[src/rtl/ram_pkg.sv]
// ram_pkg: shared defaults, address-width helper and control state type for dual_port_ram.
package ram_pkg;
  localparam int DEF_WIDTH = 8;
  localparam int DEF_DEPTH = 16;
  typedef enum logic {ST_INIT, ST_READY} ram_state_e;
  function automatic int addr_w(input int depth);
    return (depth > 2) ? $clog2(depth) : 1;
  endfunction
endpackage

[src/rtl/ram_rd_pipe.sv]
// ram_rd_pipe: LAT-stage read data/valid pipeline; each stage only loads on a valid word, so the output holds.
module ram_rd_pipe #(
  parameter int LAT = 1,
  parameter int DW = 8
) (
  input  logic          clk,
  input  logic          rst,
  input  logic          in_valid,
  input  logic [DW-1:0] in_data,
  output logic          out_valid,
  output logic [DW-1:0] out_data
);
  logic [LAT-1:0] v;
  logic [DW-1:0] d [LAT];
  always_ff @(posedge clk)
    if (rst) begin
      v <= '0;
      for (int i = 0; i < LAT; i++) d[i] <= '0;
    end else begin
      v[0] <= in_valid;
      if (in_valid) d[0] <= in_data;
      for (int i = 1; i < LAT; i++) begin
        v[i] <= v[i-1];
        if (v[i-1]) d[i] <= d[i-1];
      end
    end
  assign out_valid = v[LAT-1];
  assign out_data = d[LAT-1];
endmodule

[src/rtl/dual_port_ram.sv]
// dual_port_ram: 1W/1R RAM cleared by a sweep after reset, write-first bypass, RD_LAT 1..2.
// Optional even parity per word with fault injection when RAM_PARITY_EN is defined.
module dual_port_ram import ram_pkg::*; #(
  parameter int WIDTH = DEF_WIDTH,
  parameter int DEPTH = DEF_DEPTH,
  parameter int RD_LAT = 1,
  parameter int ADDR_W = addr_w(DEPTH)
) (
  input  logic              clk,
  input  logic              rst,
  input  logic              wr_en,
  input  logic [ADDR_W-1:0] wr_addr,
  input  logic [WIDTH-1:0]  wr_data,
  input  logic              rd_en,
  input  logic [ADDR_W-1:0] rd_addr,
`ifdef RAM_PARITY_EN
  input  logic              wr_par_flip,
  output logic              rd_par_err,
`endif
  output logic [WIDTH-1:0]  rd_data,
  output logic              rd_valid,
  output logic              init_busy
);
`ifdef RAM_PARITY_EN
  localparam int MW = WIDTH + 1;
`else
  localparam int MW = WIDTH;
`endif
  localparam logic [ADDR_W:0] DEPTH_V = (ADDR_W+1)'(DEPTH);
  localparam logic [ADDR_W-1:0] LAST = ADDR_W'(DEPTH - 1);
  ram_state_e state;
  logic [ADDR_W-1:0] init_ptr, wa;
  logic [MW-1:0] mem [DEPTH];
  logic [MW-1:0] wr_word, rd_word, mem_word, pipe_in, pipe_out;
  logic ready, wr_ok, rd_ok, we;
  always_ff @(posedge clk)
    if (rst) begin
      state <= ST_INIT;
      init_ptr <= '0;
      init_busy <= 1'b1;
    end else if (state == ST_INIT) begin
      init_ptr <= (init_ptr == LAST) ? '0 : init_ptr + 1'b1;
      if (init_ptr == LAST) begin
        state <= ST_READY;
        init_busy <= 1'b0;
      end
    end
  assign ready = state == ST_READY;
  assign wr_ok = ready && wr_en && ({1'b0, wr_addr} < DEPTH_V);
  assign rd_ok = {1'b0, rd_addr} < DEPTH_V;
`ifdef RAM_PARITY_EN
  assign wr_word = {^wr_data ^ wr_par_flip, wr_data};
`else
  assign wr_word = wr_data;
`endif
  // The sweep owns the write port until the last address is cleared; all-zero words have even parity.
  assign we = !rst && (!ready || wr_ok);
  assign wa = ready ? wr_addr : init_ptr;
  always_ff @(posedge clk)
    if (we) mem[wa] <= ready ? wr_word : '0;
  assign mem_word = mem[rd_addr];
  assign rd_word = !rd_ok ? '0 : (wr_ok && wr_addr == rd_addr) ? wr_word : mem_word;
`ifdef RAM_PARITY_EN
  assign pipe_in = {^rd_word, rd_word[WIDTH-1:0]};
  assign rd_data = pipe_out[WIDTH-1:0];
  assign rd_par_err = pipe_out[WIDTH] & rd_valid;
`else
  assign pipe_in = rd_word;
  assign rd_data = pipe_out;
`endif
  ram_rd_pipe #(.LAT(RD_LAT), .DW(MW)) u_pipe (
    .clk(clk),
    .rst(rst),
    .in_valid(ready && rd_en),
    .in_data(pipe_in),
    .out_valid(rd_valid),
    .out_data(pipe_out)
  );
endmodule

[config.mk]
export PLATFORM = sky130hd
export DESIGN_NAME = dual_port_ram
export DESIGN_NICKNAME = d
export VERILOG_FILES = /design/src/rtl/ram_pkg.sv /design/src/rtl/ram_rd_pipe.sv /design/src/rtl/dual_port_ram.sv
export SDC_FILE = /design/constraint.sdc
export NUM_CORES = 1
export LEC_CHECK = 0
export BUFFER_PORTS_ARGS = -buffer_cell sky130_fd_sc_hd__buf_2
export CAP_MARGIN = 20
export CORE_MARGIN = 5
export CORE_UTILIZATION = 55
export CTS_BUF_LIST = sky130_fd_sc_hd__clkbuf_16
export CTS_CLUSTER_DIAMETER = 80
export DETAILED_ROUTE_END_ITERATION = 8
export PLACE_DENSITY_LB_ADDON = 0.2
export REMOVE_ABC_BUFFERS = 1
export SYNTH_ARGS = -nofsm -noshare
export SYNTH_HDL_FRONTEND = slang
export SYNTH_SLANG_ARGS = --single-unit
[constraint.sdc]
create_clock -name clk -period 2.1 [get_ports clk]
set_input_delay 0.105 -clock clk [delete_from_list [all_inputs] [get_ports clk]]
set_output_delay 0.105 -clock clk [all_outputs]
set_load 0.05 [all_outputs]
==> impl.org <==
** Global routing
- Number of antenna violations at the first check in global routing :: 0
- The first global-routing pass estimated 18500 um of wire.
- Tot GR Track Use :: 0.202
- Maximum number of pins on one net before global-route repair :: 34
- After global routing the overflow that remains totals 0.
- The number of global-route vias before repair is 3120.

** Worst setup path
- STA puts the critical path data arrival time at 1.94 ns.
- Maximum fanout along the worst path :: 8
- At the worst endpoint, the required time is 2.14 ns.
- Critical Path Start Type :: flip-flop
- The worst setup path is captured at a flip-flop.
- By startpoint and endpoint, the worst setup path is classified as reg2reg.

** Synthesis
- After synthesis, the share of flip-flops with an asynchronous set or reset is 0.
- Number of flops mapped to enable cells by yosys :: 136
- Sorting the synthesized cells by area gives the leading types as edfxtp_1, mux4_2, mux4_1.
- Each instance of the synthesized netlist takes up on average 19.1 um2.
- Cell area after synthesis :: 5800 um2
- Of the post-synthesis cell area, the dominant cell type holds 0.705.
- For this run, the register share of the synthesized area comes to 0.729.
- Summed over all instances, the cell type with the most area after synthesis is edfxtp_1.
- Count of mapped cells out of synthesis :: 304
- After synthesis the netlist holds a flip-flop and latch count of 143.
- By count the netlist is led by edfxtp_1, nor2_1, mux4_2.
- Number of warning messages in the yosys log :: 0
- Cell with the most instances after synthesis :: edfxtp_1
- Commonest register cell after synthesis :: edfxtp_1
- Number of distinct standard cells referenced by the synthesized netlist :: 38

** Finish
- Once layout is complete, the cells apart from fillers number 510.
- Share of post-route cells with drive strength above 1 :: 0.275
- Final Instance Area :: 6760 um2
- Layout area overhead :: 16.7%
- Final antenna diode count :: 0
- At the end of the flow, the number of nets in the layout was 384.

** Drt
- Length of the first detailed-routing pass in iterations :: 5
- DRC violations left :: 0
- Vias per Instance :: 5.97
- Antenna Violating Nets Remaining :: 0
- 1st-iter DRT viols :: 295
- Summing over every cut layer, the via total after detailed routing is 3044.
- Summed over all layers, the routed wires come to 11800 um.
- WL/cell :: 23.1 um

** Pwr
- Post-layout total power :: 0.00624 W
- IR analysis of the VDD net gives a maximum drop of 0.000627 V.
- In this run the power density over the cells is 922 nW/um2.
- The analysis attributes to cell leakage a power of 2.41 nW.

** Floorplanning
- The floorplan step set the die height to 113 um.
- The floorplan step defined a die boundary enclosing 12700 um2.
- 30 I/O pins were placed.
- Core Box Area :: 10300 um2
- The floorplan has 37 rows.
- Chip width :: 113 um
- Starting Density :: 0.561

** Timing
- Peak Freq :: 0.526 GHz
- The number of slew-limit violations in the final report is 0.
- Worst Skew :: 0.00641 ns
- Final hold vios :: 0
- Post-Route Setup TNS :: 0 ns
- Worst rel slew slack :: 0.514
- Tcrit/Tclk final :: 0.906
- Minimum clock period :: 1.90 ns
- Tightest Pin Transition :: 0.726 ns
- Setup repair after global routing missed its margin :: no
- Setup violations remaining at the end of the flow were counted as 0.

** Clocking
- Clock Latency Late Sink :: 0.41 ns
- Number of buffers between clock root and the deepest sink :: 2
- TritonCTS built the clock tree.
- Number of CTS-inserted buffers :: 17
- Counting every sink on the clock net gives 143.
- H-tree depth reported by CTS :: 4
- After clock tree synthesis, the clock-pin slew on the worst setup and hold paths is 0.06 ns.
- The tree is rooted in a clkbuf_16.

** Min path
- The path class of the tightest hold or removal check is in2reg.

** Run
- The tool flagged a number of max-cap violations equal to 0.

** Placed design
- Total half-perimeter wirelength after legalization and detailed placement :: 7520 um
- Weighted congestion reported at the end of routability-driven placement :: 0.852
- Buffers placed on the I/O ports in this run total 29.
- Cells after DPL :: 478
- Cell Area, Placed :: 6190 um2

** Status
- Run status :: finished, final reports clean
==> per-stage QoR <==
stage	hold WS, ns	setup slack [ns]	utilization
final	0.0122	0.198	0.655
after global routing	0.0176	0.0203	0.655
after CTS	0.00659	0.188	0.655
after detailed placement	0.427	0.197	0.600
after global placement	0.428	0.217	0.600
after floorplan	0.174	0.156	-
==> final timing paths <==
path                               start                            to  slack [ns]  cells past startpoint
setup / recovery        ready$_SDFF_PP0_           mem[3][3]$_DFFE_PP_        0.20                      4
hold / removal                wr_data[2]  u_pipe.d[0][2]$_SDFFCE_PN0P_        0.01                      2
setup reg to reg        ready$_SDFF_PP0_           mem[3][3]$_DFFE_PP_        0.20                      4
hold reg to reg   init_busy$_SDFFE_PP1P_        init_busy$_SDFFE_PP1P_        0.46                      1
==> cell usage in the layout (no fill, tap or decap), types with 3 or more instances in the layout <==
cell type   synthesis  layout
buf_4               1      21
inv_1               3       3
nand2_1            17      17
clkbuf_16           0      17
clkinv_2            0       3
mux4_2             22      22
buf_2               4      29
clkinvlp_4          0       4
nor2_1             26      26
nand3_1             3       3
clkinv_1            0       3
mux4_1             10      10
a22oi_1            16      16
a22o_1              8       8
buf_12              2       3
edfxtp_1          136     136
a21oi_1             5       5
nor2b_1             4       4
xnor2_1             4       4
dfxtp_1             7       7
and2_1              9       9
==> state kept, by name, summed over array words and instances (netlist names) <==
| register | cells |
|---|---|
| init_busy | 1 |
| u_pipe.d | 8 |
| ready | 1 |
| u_pipe.out_valid | 1 |
| mem | 128 |
| init_ptr | 4 |
==> per-layer routing <==
metal,routed length [um],share of wire,global-route usage,vias to the layer above
met2,5500,0.47,0.305,154
met4,206,0.018,0.0665,0
met5,0,0,0,-
met3,963,0.082,0.0625,18
li1,-,-,-,1363
met1,5090,0.43,0.283,1509
==> what timing repair did <==
action	in CTS	in global routing
endpoints found under the hold margin	2	0
resized for setup	0	0
setup endpoints to repair	0	0
setup buffers	0	0
hold buffers	2	0
==> critical path: stages (launching register included) <==
cell     delay (ns)
dfxtp_1        0.39
nor2b_1        0.10
nor3b_1        0.27
nand2_1        0.18
nor2_1         0.59
==> final cells by class <==
class / count / area (um2)
sequential: 143 / 4220
fill: 690 / 3560
multi-input combinational: 143 / 1430
clock buffer: 17 / 425
timing repair buffer: 55 / 383
tap: 136 / 170
clock inverter: 13 / 125
inverter: 3 / 11.3
==> where the power goes <==
part,internal [W],switching [W],total (W)
Clock,0.00171,0.00107,0.00279
Combinational,0.000132,0.000178,0.000310
Sequential,0.00312,0.0000180,0.00314
Total,0.00497,0.00127,0.00624
==> cell families (layout without fill, tap and decap cells) <==
family	after synthesis	after routing	share of synthesized area
adders and majority gates	1	1	0.00216
muxes	33	33	0.133
xor gates and xnor gates	5	5	0.00756
DFF	143	143	0.729
buffers and inverters	18	88	0.0253
AOI/OAI and AO/OA	39	39	0.0497
and+or+nand+nor	65	65	0.0540
Note: power is estimated with default switching activity, not from simulation.
